### config.mk
export PLATFORM = sky130hd
export DESIGN_NAME = fas_sample_tx_flat
export DESIGN_NICKNAME = d
export VERILOG_FILES = /design/src/rtl/fas_pkg.sv /design/src/rtl/fas_sample_tx_if.sv /design/src/rtl/fas_sample_fifo.sv /design/src/rtl/fas_sample_tx.sv /design/src/flat_wrapper.sv
export SDC_FILE = /design/constraint.sdc
export NUM_CORES = 1
export LEC_CHECK = 0
export ABC_AREA = 1
export CORE_ASPECT_RATIO = 1.1
export CORE_UTILIZATION = 65
export DETAILED_ROUTE_END_ITERATION = 12
export GPL_ROUTABILITY_DRIVEN = 0
export PLACE_DENSITY_LB_ADDON = 0.12
export RECOVER_POWER = 50
export SLEW_MARGIN = 20
export SYNTH_ARGS = -nofsm -noshare
export SYNTH_HDL_FRONTEND = slang
export SYNTH_SLANG_ARGS = --single-unit
### constraint.sdc
create_clock -name clk -period 3.75 [get_ports clk]
set_input_delay 0.75 -clock clk [delete_from_list [all_inputs] [get_ports clk]]
set_output_delay 0.75 -clock clk [all_outputs]
set_load 0.02 [all_outputs]
### src/rtl/fas_pkg.sv
// ============================================================================
// Module  : fas_pkg
// Purpose : Shared constants, sample type and transmitter state encoding for
//           the FAS sample-stream transmitter.
// Ports   : none (package)
// Revision: 1.0 - initial release
// ============================================================================
`default_nettype none

package fas_pkg;

  // Samples per FFT frame.
  localparam int FAS_FRAME    = 16;
  // Width of one signed sample.
  localparam int FAS_SAMPLE_W = 16;

  typedef logic signed [FAS_SAMPLE_W-1:0] fas_sample_t;

  typedef enum logic [1:0] {
    ST_IDLE = 2'd0,
    ST_SEND = 2'd1,
    ST_GAP  = 2'd2
  } fas_state_t;

endpackage

`default_nettype wire

### src/rtl/fas_sample_tx_if.sv
// ============================================================================
// Module  : fas_sample_tx_if
// Purpose : Bundles the host write port and the FIR-facing sample port of the
//           FAS sample transmitter.
// Ports   : in_valid/in_ready/in_data - host write handshake
//           enable                    - permits new frames
//           data_valid/data           - sample stream toward FIR
//           frame_done                - last-sample-of-frame pulse
//           level                     - FIFO occupancy
//           busy                      - transmitter not idle
//           modport master : host side, modport slave : transmitter side
// Revision: 1.0 - initial release
// ============================================================================
`default_nettype none

interface fas_sample_tx_if #(
  parameter int DEPTH = 32
) ();
  import fas_pkg::*;

  localparam int LVL_W = $clog2(DEPTH) + 1;

  logic              in_valid;
  logic              in_ready;
  fas_sample_t       in_data;
  logic              enable;
  logic              data_valid;
  fas_sample_t       data;
  logic              frame_done;
  logic [LVL_W-1:0]  level;
  logic              busy;

  modport master (
    output in_valid, in_data, enable,
    input  in_ready, data_valid, data, frame_done, level, busy
  );

  modport slave (
    input  in_valid, in_data, enable,
    output in_ready, data_valid, data, frame_done, level, busy
  );

endinterface

`default_nettype wire

### src/rtl/fas_sample_fifo.sv
// ============================================================================
// Module  : fas_sample_fifo
// Purpose : Synchronous sample FIFO with registered occupancy count.
// Ports   : clk     - clock, rising edge
//           rst     - asynchronous active-low reset
//           i_push  - write i_data (ignored when full)
//           i_pop   - advance read pointer (ignored when empty)
//           i_data  - sample to write
//           o_head  - sample at the read pointer
//           o_level - current occupancy, 0..DEPTH
//           o_full  - occupancy equals DEPTH
//           o_empty - occupancy is zero
// Revision: 1.0 - initial release
// ============================================================================
`default_nettype none

module fas_sample_fifo
  import fas_pkg::*;
#(
  parameter int DEPTH = 32
) (
  input  wire logic                       clk,
  input  wire logic                       rst,
  input  wire logic                       i_push,
  input  wire logic                       i_pop,
  input  wire fas_sample_t                i_data,
  output fas_sample_t                     o_head,
  output logic [$clog2(DEPTH):0]          o_level,
  output logic                            o_full,
  output logic                            o_empty
);

  localparam int c_AW = $clog2(DEPTH);
  localparam int c_LW = c_AW + 1;
  localparam logic [c_LW-1:0] c_DEPTH_LVL = c_LW'(DEPTH);

  fas_sample_t       r_mem [DEPTH];
  logic [c_AW-1:0]   r_wr_ptr;
  logic [c_AW-1:0]   r_rd_ptr;
  logic [c_LW-1:0]   r_level;

  logic              w_push;
  logic              w_pop;

  assign o_full  = (r_level == c_DEPTH_LVL);
  assign o_empty = (r_level == '0);
  assign w_push  = i_push && !o_full;
  assign w_pop   = i_pop  && !o_empty;

  // Storage carries no reset; occupancy alone defines validity.
  always_ff @(posedge clk) begin
    if (w_push) begin
      r_mem[r_wr_ptr] <= i_data;
    end
  end

  // Pointers are exactly log2(DEPTH) bits, so they wrap modulo DEPTH.
  always_ff @(posedge clk or negedge rst) begin
    if (!rst) begin
      r_wr_ptr <= '0;
      r_rd_ptr <= '0;
      r_level  <= '0;
    end else begin
      if (w_push) r_wr_ptr <= r_wr_ptr + 1'b1;
      if (w_pop)  r_rd_ptr <= r_rd_ptr + 1'b1;
      case ({w_push, w_pop})
        2'b10:   r_level <= r_level + 1'b1;
        2'b01:   r_level <= r_level - 1'b1;
        default: r_level <= r_level;
      endcase
    end
  end

  assign o_head  = r_mem[r_rd_ptr];
  assign o_level = r_level;

endmodule

`default_nettype wire

### src/rtl/fas_sample_tx.sv
// ============================================================================
// Module  : fas_sample_tx
// Purpose : Buffers host samples and releases them toward the FIR in
//           contiguous frames of FRAME samples, with GAP idle cycles
//           inserted after each frame.
// Ports   : clk - clock, rising edge
//           rst - asynchronous active-low reset
//           bus - fas_sample_tx_if.slave (host write port, FIR sample
//                 port, enable, frame_done, level, busy)
// Revision: 1.0 - initial release
// ============================================================================
`default_nettype none

module fas_sample_tx
  import fas_pkg::*;
#(
  parameter int DEPTH = 32,
  parameter int FRAME = FAS_FRAME,
  parameter int GAP   = 0
) (
  input  wire logic       clk,
  input  wire logic       rst,
  fas_sample_tx_if.slave  bus
);

  localparam int c_LW = $clog2(DEPTH) + 1;
  localparam int c_CW = $clog2(FRAME + 1);
  localparam int c_GW = (GAP > 1) ? $clog2(GAP) : 1;

  localparam logic [c_LW-1:0] c_FRAME_LVL = c_LW'(FRAME);
  localparam logic [c_CW-1:0] c_FRAME_CNT = c_CW'(FRAME);
  localparam logic [c_CW-1:0] c_CNT_ONE   = c_CW'(1);
  localparam logic [c_GW-1:0] c_GAP_LAST  = c_GW'((GAP > 0) ? (GAP - 1) : 0);

  fas_state_t        r_state, w_state_nxt;
  logic [c_CW-1:0]   r_cnt,   w_cnt_nxt;
  logic [c_GW-1:0]   r_gap,   w_gap_nxt;
  logic              r_valid, w_valid_nxt;
  logic              r_done,  w_done_nxt;
  fas_sample_t       r_data;

  logic              w_pop;
  logic              w_push;
  logic              w_start;
  logic              w_full;
  logic              w_empty;
  fas_sample_t       w_head;
  logic [c_LW-1:0]   w_level;

  assign w_push = bus.in_valid && !w_full;

  fas_sample_fifo #(
    .DEPTH (DEPTH)
  ) u_fifo (
    .clk     (clk),
    .rst     (rst),
    .i_push  (w_push),
    .i_pop   (w_pop),
    .i_data  (bus.in_data),
    .o_head  (w_head),
    .o_level (w_level),
    .o_full  (w_full),
    .o_empty (w_empty)
  );

  // A frame only starts with a full frame already buffered, so SEND can
  // never underrun.
  assign w_start = bus.enable && (w_level >= c_FRAME_LVL);

  always_ff @(posedge clk or negedge rst) begin
    if (!rst) begin
      r_state <= ST_IDLE;
      r_cnt   <= '0;
      r_gap   <= '0;
      r_valid <= 1'b0;
      r_done  <= 1'b0;
      r_data  <= '0;
    end else begin
      r_state <= w_state_nxt;
      r_cnt   <= w_cnt_nxt;
      r_gap   <= w_gap_nxt;
      r_valid <= w_valid_nxt;
      r_done  <= w_done_nxt;
      if (w_pop) begin
        r_data <= w_head;
      end
    end
  end

  always_comb begin
    w_state_nxt = r_state;
    w_cnt_nxt   = r_cnt;
    w_gap_nxt   = r_gap;
    w_valid_nxt = 1'b0;
    w_done_nxt  = 1'b0;
    w_pop       = 1'b0;

    case (r_state)
      ST_IDLE: begin
        if (w_start) begin
          w_pop       = 1'b1;
          w_valid_nxt = 1'b1;
          w_cnt_nxt   = c_CNT_ONE;
          w_done_nxt  = (c_FRAME_CNT == c_CNT_ONE);
          w_state_nxt = ST_SEND;
        end
      end

      ST_SEND: begin
        if (r_cnt < c_FRAME_CNT) begin
          w_pop       = 1'b1;
          w_valid_nxt = 1'b1;
          w_cnt_nxt   = r_cnt + 1'b1;
          w_done_nxt  = ((r_cnt + 1'b1) == c_FRAME_CNT);
        end else if (GAP > 0) begin
          w_gap_nxt   = '0;
          w_state_nxt = ST_GAP;
        end else if (w_start) begin
          // Back-to-back frame: no idle cycle between frames.
          w_pop       = 1'b1;
          w_valid_nxt = 1'b1;
          w_cnt_nxt   = c_CNT_ONE;
          w_done_nxt  = (c_FRAME_CNT == c_CNT_ONE);
        end else begin
          w_state_nxt = ST_IDLE;
        end
      end

      ST_GAP: begin
        if (r_gap == c_GAP_LAST) begin
          w_state_nxt = ST_IDLE;
        end else begin
          w_gap_nxt = r_gap + 1'b1;
        end
      end

      default: begin
        w_state_nxt = ST_IDLE;
      end
    endcase
  end

  assign bus.in_ready   = !w_full;
  assign bus.data_valid = r_valid;
  assign bus.data       = r_data;
  assign bus.frame_done = r_done;
  assign bus.level      = w_level;
  assign bus.busy       = (r_state != ST_IDLE);

endmodule

`default_nettype wire

### src/flat_wrapper.sv
// flat-port wrapper written by rule: the top's interface ports become plain ports
module fas_sample_tx_flat import fas_pkg::*;
#(
  parameter int DEPTH = 32,
  parameter int FRAME = FAS_FRAME,
  parameter int GAP   = 0
)
  (clk, rst, bus_in_valid, bus_in_data, bus_enable, bus_in_ready, bus_data_valid, bus_data, bus_frame_done, bus_level, bus_busy);
  fas_sample_tx_if #(.DEPTH(DEPTH)) bus_i ();
  input  wire logic clk;
  input  wire logic rst;
  input wire logic [$bits(bus_i.in_valid)-1:0] bus_in_valid;
  input wire logic [$bits(bus_i.in_data)-1:0] bus_in_data;
  input wire logic [$bits(bus_i.enable)-1:0] bus_enable;
  output wire logic [$bits(bus_i.in_ready)-1:0] bus_in_ready;
  output wire logic [$bits(bus_i.data_valid)-1:0] bus_data_valid;
  output wire logic [$bits(bus_i.data)-1:0] bus_data;
  output wire logic [$bits(bus_i.frame_done)-1:0] bus_frame_done;
  output wire logic [$bits(bus_i.level)-1:0] bus_level;
  output wire logic [$bits(bus_i.busy)-1:0] bus_busy;
  assign bus_i.in_valid = bus_in_valid;
  assign bus_i.in_data = bus_in_data;
  assign bus_i.enable = bus_enable;
  assign bus_in_ready = bus_i.in_ready;
  assign bus_data_valid = bus_i.data_valid;
  assign bus_data = bus_i.data;
  assign bus_frame_done = bus_i.frame_done;
  assign bus_level = bus_i.level;
  assign bus_busy = bus_i.busy;
  fas_sample_tx #(.DEPTH(DEPTH), .FRAME(FRAME), .GAP(GAP)) u_core (.clk(clk), .rst(rst), .bus(bus_i));
endmodule
Word level (Yosys, flattened, before mapping)
Memories as Yosys holds them, arrays and structs flattened. A register that Yosys moved wholly into a read port is not among the register bits.
Cells that the tools add are included.
- $add $sub $neg: 6
- magnitude comparators: 2
- equal/unequal tests: 10
- multiplexer cells: 17
- reduce and logical (&&, ||, !) cells: 13
- operator list (operator ; count):
    5-bit by 1-bit adder with 5-bit output (second input constant) ; 3
    6-bit one-hot mux with 2 select lines ; 1
    5-bit two-way mux ; 2
    5-bit one-hot mux with 2 select lines ; 1
    2-bit two-way mux ; 4
    1-bit two-way mux ; 7
    6-bit by 1-bit adder with 6-bit output (second input constant) ; 1
    6-bit == test (second input constant) ; 1
    6-bit by 5-bit greater-or-equal comparator with 1-bit output (second input constant) ; 1
    6-bit zero test ; 1
    2-bit != test (second input constant) ; 3
    2-bit one-hot mux with 3 select lines ; 1
    2-bit nonzero test ; 3
    6-bit by 1-bit subtractor with 6-bit output (second input constant) ; 1
    5-bit == test (second input constant) ; 1
    5-bit < comparator (second input constant) ; 1
    2-bit by 1-bit == test with 1-bit output (second input constant) ; 2
    2-bit == test (second input constant) ; 2
    1-bit logical AND ; 4
    4-bit AND reduction ; 1
    1-bit zero test ; 3
    2-bit zero test ; 1
    2-bit by 1-bit != test with 1-bit output (second input constant) ; 1
    1-bit one-hot mux with 2 select lines ; 1
    1-bit adder (second input constant) ; 1
- bits in registers: 26
- memory bits (writable): 512
- bits of input ports: 20
- output and inout bits: 26
- memories kept: 1
- memory list (memory ; depth ; bits a word ; read ports ; clocked after memory_dff ; wr ports ; RTL line ; source):
    u_core.u_fifo.r_mem ; 32 ; 16 ; 1 ; 1 ; 1 ; fas_sample_fifo.sv:37 ; fas_sample_t r_mem [DEPTH];

Depth between registers and ports, before layout
- word-level depth: 8
- mapped depth: 16
- mapped depth without buffers: 15

Modules after synthesis
Synthesis repeated with hierarchy kept, for this count alone.
- cell total of the unflattened synthesis: 2251
- area, all modules: 23770.3 µm²
- by module, submodules not included (module ; times used ; cells an instance ; area each (µm²)):
    fas_sample_fifo ; 1 ; 2132 ; 22725.5
    fas_sample_tx ; 1 ; 119 ; 1044.8

Worst setup path after synthesis
No wires, ideal clock.
- path type: flip-flop to flip-flop
- from: reg u_core.u_fifo.r_level[0] (netlist: u_core.u_fifo.o_level[0])
- to: mem u_core.u_fifo.r_mem[31][0] in the netlist's numbering, enable pin
- library setup time: 0.413 ns
- arrival: 2.255 ns
- data required time: 3.337 ns
- setup slack: 1.082 ns
- cell stages (with the launch flop): 5
- path buffers: 0
- period minus slack after synthesis: 2.668 ns
- cell sequence: dfrtp_1 -> nor4_2 -> nand3_1 -> nand2_2 -> nor3b_1
- word-level cells in the longest chain between the ends: 6
- ends and longest elaborated chain (element ; RTL line ; source):
    start: declaration ; fas_sample_fifo.sv:40 ; logic [c_LW-1:0] r_level;
    start signal: assignment ; fas_sample_fifo.sv:67 ; 2'b10: r_level <= r_level + 1'b1;
    start signal: assignment ; fas_sample_fifo.sv:68 ; 2'b01: r_level <= r_level - 1'b1;
    start signal: assignment ; fas_sample_fifo.sv:69 ; default: r_level <= r_level;
    6-bit == test (*) ; fas_sample_fifo.sv:45 ; assign o_full = (r_level == c_DEPTH_LVL);
    1-bit zero test (*) ; n/a ;
    named net bus_in_ready ; flat_wrapper.sv:15 ; output wire logic [$bits(bus_i.in_ready)-1:0] bus_in_ready;
    1-bit logical AND ; fas_sample_tx.sv:50 ; assign w_push = bus.in_valid && !w_full;
    1-bit logical AND (*) ; fas_sample_fifo.sv:47 ; assign w_push = i_push && !o_full;
    1-bit two-way mux (*) ; fas_sample_fifo.sv:52 ; if (w_push) begin
    1-bit two-way mux (implied by the code) (*) ; fas_sample_fifo.sv:53 ; r_mem[r_wr_ptr] <= i_data;
    end: declaration ; fas_sample_fifo.sv:37 ;
Mark *: on every way through the listed nets, which the timed path passes. The rest lies on a longest branch.

Worst setup path in the final report
- from: reg u_core.r_cnt[4]
- to: reg u_core.r_cnt[1]
- word-level cells in the longest chain between the ends: 3
- ends and longest elaborated chain (element ; RTL line ; source):
    start: declaration ; fas_sample_tx.sv:36 ; logic [c_CW-1:0] r_cnt, w_cnt_nxt;
    start signal: assignment ; fas_sample_tx.sv:80 ; r_cnt <= w_cnt_nxt;
    5-bit < comparator ; fas_sample_tx.sv:110 ; if (r_cnt < c_FRAME_CNT) begin
    5-bit two-way mux ; fas_sample_tx.sv:110 ;
    5-bit one-hot mux with 2 select lines ; fas_sample_tx.sv:98 ; case (r_state)
    named net u_core.w_cnt_nxt[1] ; fas_sample_tx.sv:36 ;
The timed path passes the listed nets, and every way through them passes these cells.
A chain may end at the register's enable or synchronous reset.

==> run metrics <==
WS Path Type=reg -> reg; fin nets=2274; Post-CTS Setup Bufs=0; Tmin final=3130 ps; largest net degree at the start of global routing=217; cell-internal power=12500 µW; sequential area share after synthesis=0.699; clock-pin slew on the worst setup and hold paths=70 ps; FF-to-FF Start=u_core.r_cnt[4]; Fmax=319 MHz; RSZ-0062 raised after global routing=false; CTS Root Cell=clkbuf_16; initial DRC count=1781; Die Y=201 µm; clock net sink count=552; Post-synth EDFFs=512; CP Capture Type=flip-flop; Hold Path Origin=u_core.bus.data[2]; final hold viol count=0; Port Buf Inserts=45; Yosys top cell area share=0.656; DRT Wirelength=55300 µm; Synthesized Nets=2218; Slew headroom=-0.560; # DRC=0; grt total ovfl=0; cell area after synthesis=23400 µm²; cts hold-fix bufs=0; row cnt=72; fin area=26100 µm²; Post-synth top flop=edfxtp_1; final max-slew violation count=536; final setup fails=0; peak supply drop=0.716 mV; crit-path max FO=19; IO Pins=46; final cycle utilization of the critical path=0.835; synthesized area per cell=10.7 µm²; Logic pwr share=0.351; Req. time, crit path=4210 ps; Yosys cell types=29; Commonest cells post-synth=nand2_1, edfxtp_1, nand3_1, inv_1, nor2_1; sw power=7410 µW; Data arrival, critical path=3590 ps; ANT cells=0; worst min path class=reg -> reg; die area=36800 µm²; Starting Density=0.663; H-tree levels=2; Power Total=19900 µW; hold slack=482 ps; area leader, netlist=edfxtp_1; status=finished, violations left; Hold Path Depth=2; Worst Reg-to-Reg Cells=6; via/cell ratio=5.66; Routed Antenna Nets=0; Post-CTS Resized=0; Core Util, Final=0.739; YS warnings=0; failing checks=max-capacitance violations, max-slew violations; Worst R2R End=u_core.r_cnt[1]; Sequential Power Share=0.381; initial antenna violation count=0; vias in the first global route=15000; via count=15600; Routed wire per std cell=20.0 µm; Clock Power Share=0.267; fraction of registers with async set/reset=0.0725; first-pass GRT wire length=85000 µm; register bit total from synthesis=552; DRT Pass-1 Iters=6; Max Clock Skew=20.2 ps; worst reg-to-reg setup slack=620 ps; Synth Instances=2185; clock tree buffer depth=3; Hold Path End=u_core.bus.data[2]; clock latency on the worst-skew pair=570 ps; die width=183 µm; Max-cap violations=16; static leakage=0.0105 µW; share of layout cells above drive strength 1=0.0583; All-Layer GR Usage=0.309; DPL Wire Length=30700 µm; Slew @ Worst Pin=2340 ps; setup TNS=0 ps; layout overhead on the synthesized area=11.3%; number of buffers created by CTS=52; cell area power density=765 nW/µm²; Startpoint Class=flip-flop; top cells by area, synth=edfxtp_1, nand2_1, nand3_1; core outline area=35300 µm²; DP Area=24400 µm²; most frequent cell after synthesis=nand2_1; sw frac=0.371; CTS tree=built
## through the flow
step	setup WS, ps	instances
2_1_floorplan	1080	2185
3_3_place_gp	755	2668
3_5_place_dp	610	2668
4_1_cts	855	2761
5_1_grt	441	2761
6_report	619	2761
## how the worst max path moves through the flow
stage,from,end,slack [ps],cells after the start
after global placement,bus_enable,u_core.u_fifo.o_level[4],750,13
after detailed placement,bus_enable,u_core.u_fifo.o_level[3],610,12
final,u_core.r_cnt[4],u_core.r_cnt[1],620,6
after CTS,u_core.u_fifo.o_level[2],bus_in_ready,850,3
after floorplan,u_core.u_fifo.o_level[0],u_core.u_fifo.r_mem[31][0],1080,4
after global routing,u_core.r_cnt[4],u_core.r_cnt[0],440,6
## worst max-delay path: stages, from the launching register on
cell	delay [ps]
dfrtp_1	390
nor2_1	280
inv_1	140
nand2_1	120
clkbuf_1	770
clkinv_1	910
a22o_1	400
## logic make-up (layout without fill, tap and decap cells)
| group | after synthesis | after routing | synth area share |
|---|---|---|---|
| buf+inv | 340 | 435 | 0.0631 |
| compound gates | 71 | 71 | 0.0156 |
| flops | 552 | 552 | 0.699 |
| xor+xnor | 13 | 13 | 0.00486 |
| simple gates | 1196 | 1196 | 0.210 |
| fa+ha+maj | 13 | 13 | 0.00726 |
## flip-flops by register name, indices dropped and copies added, names as in the netlist
| signal | cells |
|---|---|
| u_core.bus.data | 16 |
| u_core.r_cnt | 5 |
| u_core.u_fifo.o_level | 6 |
| u_core.u_fifo.r_wr_ptr | 5 |
| u_core.u_fifo.r_rd_ptr | 5 |
| u_core.u_fifo.r_mem | 512 |
| u_core.bus.data_valid | 1 |
| u_core.r_state | 1 |
| u_core.bus.frame_done | 1 |
## power groups by stage
stage | sequential [µW] | combinational (µW) | clock (µW)
final | 7610 | 7010 | 5330
after global routing | 7650 | 7690 | 5610
after CTS | 7600 | 6990 | 5380
after detailed placement | 7720 | 6920 | 0
after global placement | 7710 | 6700 | 0
after floorplan | 7770 | 4680 | 0
## layout by cell type, fill, tap and decap left out, drive strengths merged, types with 20 or more instances in the layout
| cell | instances |
|---|---|
| a21oi | 36 |
| buf | 48 |
| clkbuf | 85 |
| clkdlybuf4s50 | 28 |
| clkinv | 20 |
| dfrtp | 40 |
| edfxtp | 512 |
| inv | 228 |
| nand2 | 744 |
| nand3 | 317 |
| nor2 | 130 |
| o21ai | 32 |
## per-layer routing
| layer | part of all wire | vias to the layer above | track usage | wire length [µm] |
|---|---|---|---|---|
| met4 | 0.036 | 0 | 0.124 | 2020 |
| li1 | - | 7308 | - | - |
| met3 | 0.099 | 107 | 0.0384 | 5490 |
| met1 | 0.39 | 7391 | 0.440 | 21600 |
| met5 | 0 | - | 0 | 0 |
| met2 | 0.47 | 817 | 0.492 | 26200 |
## cell type report
cell class	count	area, µm²
sequential	552	16400
fill	2367	9230
multi-input combinational	1293	5560
clock buffer	66	1390
timing repair buffer	111	935
inverter	231	875
tap	481	602
clock inverter	27	339
Note: power is estimated with default switching activity, not from simulation.
